`config.mk`:
```
export PLATFORM = sky130hd
export DESIGN_NAME = ex_issue_stage
export DESIGN_NICKNAME = d
export VERILOG_FILES = /design/src/rtl/ex_issue_stage.sv
export SDC_FILE = /design/constraint.sdc
export NUM_CORES = 1
export LEC_CHECK = 0
export CAP_MARGIN = 5
export CORE_ASPECT_RATIO = 1.4
export CORE_MARGIN = 3
export CORE_UTILIZATION = 40
export DETAILED_ROUTE_END_ITERATION = 12
export GPL_TIMING_DRIVEN = 0
export PLACE_DENSITY = 0.74
export SLEW_MARGIN = 40
export SYNTH_ARGS = -nofsm -noshare
export SYNTH_HDL_FRONTEND = slang
export SYNTH_SLANG_ARGS = --single-unit
```
`constraint.sdc`:
```
create_clock -name clk -period 2.1 [get_ports clk]
set_input_delay 0.525 -clock clk [delete_from_list [all_inputs] [get_ports clk]]
set_output_delay 0.525 -clock clk [all_outputs]
set_load 0.005 [all_outputs]
```
`src/rtl/ex_issue_stage.sv`:
```
// ex_issue_stage: registers one decoded instruction for the ALU, forms its
// operands (with optional EX/MEM and MEM/WB forwarding) and decodes the
// 4-bit ALU opcode. A stalled instruction keeps re-forwarding its operands
// so that late writebacks to its source registers are not lost.
module ex_issue_stage #(
    parameter bit FWD_ENABLE = 1'b1
) (
    input  logic        clk,
    input  logic        rst_n,
    input  logic        in_valid,
    output logic        in_ready,
    input  logic [31:0] in_pc,
    input  logic [31:0] in_rs1_data,
    input  logic [31:0] in_rs2_data,
    input  logic [31:0] in_imm,
    input  logic [4:0]  in_rs1,
    input  logic [4:0]  in_rs2,
    input  logic [4:0]  in_rd,
    input  logic [1:0]  in_alu_op,
    input  logic [2:0]  in_funct3,
    input  logic        in_funct7_5,
    input  logic        in_alu_src,
    input  logic        in_reg_write,
    input  logic        ex_stall,
    input  logic        flush,
    input  logic        exm_reg_write,
    input  logic [4:0]  exm_rd,
    input  logic [31:0] exm_result,
    input  logic        mwb_reg_write,
    input  logic [4:0]  mwb_rd,
    input  logic [31:0] mwb_result,
    output logic        out_valid,
    output logic [31:0] A,
    output logic [31:0] B,
    output logic [3:0]  ALUControl,
    output logic [31:0] out_pc,
    output logic [31:0] out_store_data,
    output logic [4:0]  out_rd,
    output logic        out_reg_write,
    output logic [31:0] issue_count
);

    // Pick the newest in-flight value for a source register; x0 is never
    // forwarded, and EX/MEM is younger than MEM/WB so it wins a double match.
    function automatic logic [31:0] fwd_value(
        input logic [4:0]  rs,
        input logic [31:0] fallback,
        input logic        e_we,
        input logic [4:0]  e_rd,
        input logic [31:0] e_res,
        input logic        m_we,
        input logic [4:0]  m_rd,
        input logic [31:0] m_res
    );
        logic [31:0] v;
        if (FWD_ENABLE && e_we && (e_rd != 5'd0) && (e_rd == rs)) begin
            v = e_res;
        end else if (FWD_ENABLE && m_we && (m_rd != 5'd0) && (m_rd == rs)) begin
            v = m_res;
        end else begin
            v = fallback;
        end
        return v;
    endfunction

    // Map operation class and function bits to the ALU opcode.
    function automatic logic [3:0] alu_decode(
        input logic [1:0] op,
        input logic [2:0] f3,
        input logic       f7_5
    );
        logic [3:0] c;
        case (op)
            2'b00: c = 4'b0010;
            2'b01: begin
                case (f3[2:1])
                    2'b00:   c = 4'b0110;
                    2'b10:   c = 4'b0111;
                    2'b11:   c = 4'b1000;
                    default: c = 4'b0110;
                endcase
            end
            2'b10, 2'b11: begin
                case (f3)
                    3'b000:  c = ((op == 2'b10) && f7_5) ? 4'b0110 : 4'b0010;
                    3'b001:  c = 4'b0100;
                    3'b010:  c = 4'b0111;
                    3'b011:  c = 4'b1000;
                    3'b100:  c = 4'b0011;
                    3'b101:  c = f7_5 ? 4'b1101 : 4'b0101;
                    3'b110:  c = 4'b0001;
                    3'b111:  c = 4'b0000;
                    default: c = 4'b0010;
                endcase
            end
            default: c = 4'b0010;
        endcase
        return c;
    endfunction

    logic        out_valid_r;
    logic [31:0] a_r;
    logic [31:0] b_r;
    logic [3:0]  alu_ctrl_r;
    logic [31:0] pc_r;
    logic [31:0] store_data_r;
    logic [4:0]  rd_r;
    logic        reg_write_r;
    logic [31:0] issue_count_r;
    logic [4:0]  rs1_r;
    logic [4:0]  rs2_r;
    logic        alu_src_r;

    logic        in_ready_s;
    logic        accept_s;
    logic        hold_s;
    logic [31:0] rs1_fwd_s;
    logic [31:0] rs2_fwd_s;
    logic [31:0] rs1_hold_fwd_s;
    logic [31:0] rs2_hold_fwd_s;
    logic [3:0]  alu_ctrl_s;

    // Handshake, operand forwarding for the incoming and the held instruction.
    always_comb begin
        in_ready_s     = !out_valid_r || !ex_stall;
        accept_s       = in_valid && in_ready_s && !flush;
        hold_s         = out_valid_r && ex_stall && !flush;
        rs1_fwd_s      = fwd_value(in_rs1, in_rs1_data, exm_reg_write, exm_rd, exm_result,
                                   mwb_reg_write, mwb_rd, mwb_result);
        rs2_fwd_s      = fwd_value(in_rs2, in_rs2_data, exm_reg_write, exm_rd, exm_result,
                                   mwb_reg_write, mwb_rd, mwb_result);
        rs1_hold_fwd_s = fwd_value(rs1_r, a_r, exm_reg_write, exm_rd, exm_result,
                                   mwb_reg_write, mwb_rd, mwb_result);
        rs2_hold_fwd_s = fwd_value(rs2_r, store_data_r, exm_reg_write, exm_rd, exm_result,
                                   mwb_reg_write, mwb_rd, mwb_result);
        alu_ctrl_s     = alu_decode(in_alu_op, in_funct3, in_funct7_5);
    end

    // Pipeline register: flush beats accept beats stall-refresh; an empty
    // slot never advertises a register write.
    always_ff @(posedge clk or negedge rst_n) begin
        if (!rst_n) begin
            out_valid_r   <= 1'b0;
            a_r           <= 32'd0;
            b_r           <= 32'd0;
            alu_ctrl_r    <= 4'd0;
            pc_r          <= 32'd0;
            store_data_r  <= 32'd0;
            rd_r          <= 5'd0;
            reg_write_r   <= 1'b0;
            issue_count_r <= 32'd0;
            rs1_r         <= 5'd0;
            rs2_r         <= 5'd0;
            alu_src_r     <= 1'b0;
        end else if (flush) begin
            out_valid_r <= 1'b0;
            reg_write_r <= 1'b0;
        end else if (accept_s) begin
            out_valid_r   <= 1'b1;
            a_r           <= rs1_fwd_s;
            b_r           <= in_alu_src ? in_imm : rs2_fwd_s;
            alu_ctrl_r    <= alu_ctrl_s;
            pc_r          <= in_pc;
            store_data_r  <= rs2_fwd_s;
            rd_r          <= in_rd;
            reg_write_r   <= in_reg_write;
            issue_count_r <= issue_count_r + 32'd1;
            rs1_r         <= in_rs1;
            rs2_r         <= in_rs2;
            alu_src_r     <= in_alu_src;
        end else if (hold_s) begin
            a_r          <= rs1_hold_fwd_s;
            store_data_r <= rs2_hold_fwd_s;
            if (!alu_src_r) begin
                b_r <= rs2_hold_fwd_s;
            end else begin
                b_r <= b_r;
            end
        end else begin
            out_valid_r <= 1'b0;
            reg_write_r <= 1'b0;
        end
    end

    assign in_ready       = in_ready_s;
    assign out_valid      = out_valid_r;
    assign A              = a_r;
    assign B              = b_r;
    assign ALUControl     = alu_ctrl_r;
    assign out_pc         = pc_r;
    assign out_store_data = store_data_r;
    assign out_rd         = rd_r;
    assign out_reg_write  = reg_write_r;
    assign issue_count    = issue_count_r;

endmodule

```
# Word level (Yosys, flattened, before mapping)
# Index checks and enable logic that the tools add are counted.
dict set report classes {
  n_addsub 1
  n_eq_ne 22
  mux 26
  bitwise_logic 1
  reduce_logical 30
}
# operator n
set ops {}
lappend ops {{$mux W32} 16}
lappend ops {{$eq A5 B5 Y1} 8}
lappend ops {{$add A32 B1 Y32 const B} 1}
lappend ops {{$pmux W4 S8} 1}
lappend ops {{$logic_and A1 B1 Y1} 15}
lappend ops {{$eq A3 B3 Y1 const B} 4}
lappend ops {{$pmux W4 S3} 1}
lappend ops {{$reduce_bool A5 Y1} 2}
lappend ops {{$eq A2 B2 Y1 const B} 4}
lappend ops {{$pmux W4 S2} 1}
lappend ops {{$eq A3 B2 Y1 const B} 2}
lappend ops {{$reduce_and A3 Y1} 2}
lappend ops {{$mux W1} 5}
lappend ops {{$mux W4} 1}
lappend ops {{$reduce_and A2 Y1} 2}
lappend ops {{$eq A3 B1 Y1 const B} 1}
lappend ops {{$logic_not A1 Y1} 3}
lappend ops {{$logic_not A3 Y1} 1}
lappend ops {{$mux W3} 1}
lappend ops {{$ne A3 B3 Y1 const B} 1}
lappend ops {{$reduce_bool A3 Y1} 1}
lappend ops {{$eq A2 B1 Y1 const B} 1}
lappend ops {{$logic_not A2 Y1} 1}
lappend ops {{$ne A2 B1 Y1 const B} 1}
lappend ops {{4 further kinds} 4}
dict set report totals {
  reg_bits 182
  in_bits 232
  output_inout_bits 172
  elab_cells 92
}

# Depth between registers and ports, before layout
dict set report depth {
  ltp_word 8
  depth_mapped 10
  depth_no_buf 6
}

# Worst setup path before layout
# Ideal clock, no wire load.
dict set report synth_timing {
  path_kind {in2reg}
  from {in exm_rd[0]}
  to {reg a_r[27] (netlist: A[27])}
  setup_ns 0.132
  arrival_time_ns 2.315
  t_required_ns 1.968
  path_slack_ns -0.347
  stages 8
  n_path_buf 2
  path_cell_list {clkbuf_1 > xnor2_1 > nand3_1 > o41ai_1 > o21ai_1 > buf_2 > a222oi_1 > o21ai_1}
}
dict set report synth_between {
  elab_chain_cells 6
  elab_cells_between_ends 12
  cone_classes {eq/ne: 2; mux: 4; reduce/logical: 6}
}
# item line_no
set synth_lines {}
lappend synth_lines {{start: declaration} 27} ;# input logic [4:0] exm_rd,
lappend synth_lines {{$reduce_bool A5 Y1} 56} ;# if (FWD_ENABLE && e_we && (e_rd != 5'd0) && (e_rd == rs)) begin
lappend synth_lines {{$logic_and A1 B1 Y1 (2 in a row)} 56}
lappend synth_lines {{$mux W32} 56}
lappend synth_lines {{$mux W32} 171} ;# end else if (hold_s) begin
lappend synth_lines {{$mux W32} 158} ;# end else if (accept_s) begin
lappend synth_lines {{end signal: assignment} 160} ;# a_r <= rs1_fwd_s;
lappend synth_lines {{end signal: assignment} 172} ;# a_r <= rs1_hold_fwd_s;
lappend synth_lines {{end: declaration} 102} ;# logic [31:0] a_r;
# Several ways; a longest one is shown, not always the timed one. The select of a mux whose other input is x is not followed.
# A chain may end at the register's enable or synchronous reset.

# Worst setup path in the final report
dict set report layout_timing {
  from {in exm_rd[1]}
  to {reg a_r[9] (netlist: A[9])}
}
# Same word-level chain as after synthesis.

==> flow_metrics.py <==
metrics = {
    "outcome": {
        "outcome": "finished with violations",
        "violations": "setup timing",
    },
    "global_route": {
        "overflow": 0,
        "grt_usage_pct": 32.2,
        "grt_pass1_vias": 11538,
        "grt_max_degree": 69,
        "antenna_found_initial": 6,
        "grt_pass1_wl_mm": 69.0,
    },
    "power": {
        "clock_power_share_pct": 26.2,
        "p_int_mw": 8.49,
        "power_frac_seq_pct": 38.0,
        "p_leak_nw": 7.06,
        "switchingPower_mw": 4.08,
        "pwr_density_cell_nw_per_um2": 749,
        "combinationalPowerShare_pct": 35.8,
        "total_power_mw": 12.6,
        "peakVddDrop_mv": 0.605,
        "swShare_pct": 32.4,
    },
    "synth": {
        "syn_area_per_cell_um2": 8.76,
        "synth_edf_count": 0,
        "synth-compound-area-share_pct": 21.8,
        "synth_top_family_by_area": "compound AO/OA/AOI/OAI gates",
        "synthCells": 1175,
        "synthXorXnorAreaFrac_pct": 6.04,
        "synth_fa_ha_area_share_pct": 0.122,
        "syn_area_um2": 10300,
        "yosys.area.top_type_share_pct": 44.2,
        "ys.warnings.count": 0,
        "ys_ff_latch": 182,
        "synth_ff_type": "dfrtp_1",
        "yosysTopAreaCell": "dfrtp_1",
        "ys_top_cells_by_area": "dfrtp_1 44%, nand2_1 11%, a311o_1 6.2%, xnor2_1 4.6%, a222oi_1 3.0%",
        "synth_mux_area_share_pct": 0.0972,
        "ys_seq_area_share_pct": 44.2,
        "synth_fp_nets": 1408,
        "ys_types": 47,
        "async_reset_ff_share_pct": 100,
        "synth_simple_gate_area_share_pct": 21.0,
    },
    "sta": {
        "period_needed_ps": 2260,
        "worst_pin_slew_ps": 671,
        "hold_viol_final": 0,
        "finalCritPeriodShare_pct": 108,
        "fin_skew_ps": 10.0,
        "drv_slew": 0,
        "setup_ws_ps": -161,
        "rsz0062_at_grt": "yes",
        "clock.fmax_ghz": 0.442,
        "relSlewSlack_pct": 55.3,
        "setup_violations": 96,
    },
    "flow_run": {
        "maxCapViolCount": 0,
    },
    "setup_path": {
        "path_max_fanout": 10,
        "end_kind": "flop",
        "worst-setup-path-type": "in -> reg",
        "reg2reg_setup_slack_ps": -140,
        "crit_required_ps": 2420,
        "r2r-end": "out_store_data[21]$_DFFE_PN0P_",
        "worstReg2RegStart": "rs2_r[2]$_DFFE_PN0P_",
        "critPathLaunchType": "primary input",
        "critPathArrivalTime_ps": 2580,
        "reg2reg_depth": 6,
    },
    "clocking": {
        "cts_tree": "done",
        "path_clk_slew_ps": 70,
        "clock_sinks": 182,
        "clockBufferDepth": 2,
        "clk_latency_ps": 450,
        "cts_root_buffer": "clkbuf_16",
        "cts_hold_buffers": 0,
        "htree_levels": 4,
        "cts_buffers": 17,
    },
    "placement": {
        "numPortBuffers": 393,
        "place_area_um2": 14900,
        "dp_hpwl_mm": 33.5,
        "dpl.cell_count": 1885,
        "gp_congestion": 0.895,
    },
    "drt": {
        "num_vias": 11593,
        "first_pass_iters": 8,
        "drtIter0Drc": 1169,
        "drcViolationCount": 0,
        "wl_per_cell_um": 23.5,
        "wl_mm": 46.3,
        "viasPerCell": 5.88,
        "antenna_left": 0,
    },
    "final_layout": {
        "fin_cells": 1970,
        "layout-drive-gt1-share_pct": 15.3,
        "fin_area_um2": 16800,
        "synthToLayoutAreaGrowth_pct": 62.9,
        "nets": 1870,
        "final_cell_mix": "377 x clkdlybuf4s50_1, 277 x nand2_1, 180 x dfrtp_1, 79 x nor2_1, 64 x a311o_1",
        "n_fill_cell": 2055,
        "layout_commonest_cell": "clkdlybuf4s50_1",
    },
    "floorplanning": {
        "core-area_um2": 25000,
        "die_x_um": 142,
        "start_util_pct": 41.2,
        "ios": 404,
        "core.rowCount": 68,
        "die_h_um": 196,
        "die_area_um2": 27700,
    },
    "worst_hold_path": {
        "hp-class": "in -> async",
    },
}
synth_stat cells, types with 3 or more instances:
library cell / number
nand2_1: 297
dfrtp_1: 182
nor2_1: 80
a311o_1: 64
clkbuf_1: 58
xnor2_1: 54
inv_1: 37
a31oi_1: 34
nor3_1: 34
or4_1: 33
o211ai_1: 32
o21ai_1: 32
o2bb2ai_1: 32
o31ai_1: 32
a222oi_1: 31
buf_2: 31
xor2_1: 17
nand3_1: 16
nand4_1: 12
and3_1: 6
a21oi_1: 5
buf_1: 5
nor2b_1: 5
buf_12: 4
o21ai_0: 4
buf_4: 3
buf_6: 3
clkbuf_4: 3
o21ai_2: 3
or4_2: 3
worst max-delay path, cell delays in order:
cell and delay (ps):
buf_8 100, or4_4 580, o21ai_4 290, buf_6 150, a21oi_4 30, buf_6 140
buf_6 140, a222oi_1 480, o21ai_1 140
power groups by stage:
| stage | Sequential, mW | Clock [mW] | Combinational, mW |
|---|---|---|---|
| 3_3_place_gp | 4.77 | 0 | 4.00 |
| 2_1_floorplan | 4.77 | 0 | 1.48 |
| 6_report | 4.77 | 3.30 | 4.50 |
| 3_5_place_dp | 4.79 | 0 | 4.07 |
| 5_1_grt | 4.86 | 3.50 | 4.82 |
| 4_1_cts | 4.73 | 3.32 | 4.36 |
state kept, by name, indices dropped and copies added, names as in the netlist:
signal          cells
out_reg_write       1
out_pc             32
out_rd              5
out_valid           1
out_store_data     32
alu_src_r           1
ALUControl          4
rs2_r               5
issue_count        32
B                  32
A                  32
rs1_r               5
how the worst max path moves through the flow:
stage | endpoint | startpoint | slack, ps
6_report | A[9]$_DFFE_PN0P_ | exm_rd[1] | -160
5_1_grt | out_store_data[25]$_DFFE_PN0P_ | mwb_rd[1] | -200
4_1_cts | A[9]$_DFFE_PN0P_ | in_rs1[2] | -120
3_5_place_dp | A[14]$_DFFE_PN0P_ | ex_stall | -1710
3_3_place_gp | issue_count[22]$_DFFE_PN0P_ | rst_n | -7500
2_1_floorplan | B[13]$_DFFE_PN0P_ | mwb_rd[1] | -320
stage by stage:
step                      worst slack [ps]  setup TNS, ps  utilization, %  hold WS (ps)
after global placement               -7500       -1580860            59.2           459
after floorplan                       -324         -25010               -           229
after detailed placement             -1710        -215550            59.5           460
after CTS                             -116          -3470            65.6          35.3
final                                 -161          -7730            67.1          10.1
after global routing                  -204         -13290            67.1          32.2
cell families after synthesis:
kind of cell | Yosys count
muxes | 1
buffers and inverters | 144
DFF | 182
and+or+nand+nor | 497
xor gates and xnor gates | 71
adders and majority gates | 1
AOI/OAI and AO/OA | 279
metal layers:
metal	GRT usage, %	up-vias	part of all wire (%)
met3	7.05	124	8.8
met2	55.4	699	51
met4	15.2	2	4.7
met5	0	-	0.043
met1	38.0	5572	36
li1	-	5196	-
area by class of cell:
type / instances / area, um2 / share of cell area [%]
Sequential cell: 182 / 4560 / 27.2
Buffer: 102 / 981 / 5.85
Antenna cell: 5 / 12.5 / 0.0746
Multi-Input combinational cell: 849 / 5540 / 33.0
Tap cell: 315 / 394 / 2.35
Clock buffer: 18 / 439 / 2.62
Inverter: 37 / 139 / 0.828
Timing Repair Buffer: 448 / 4570 / 27.2
Clock inverter: 14 / 141 / 0.843
repair_timing:
item | in CTS | in global routing
gates cloned | 7 | 1
endpoints found under the setup margin | 166 | 103
pin swaps | 47 | 45
resized for setup | 190 | 59
setup buffers | 36 | 14
(Power assumes the default switching activity.)
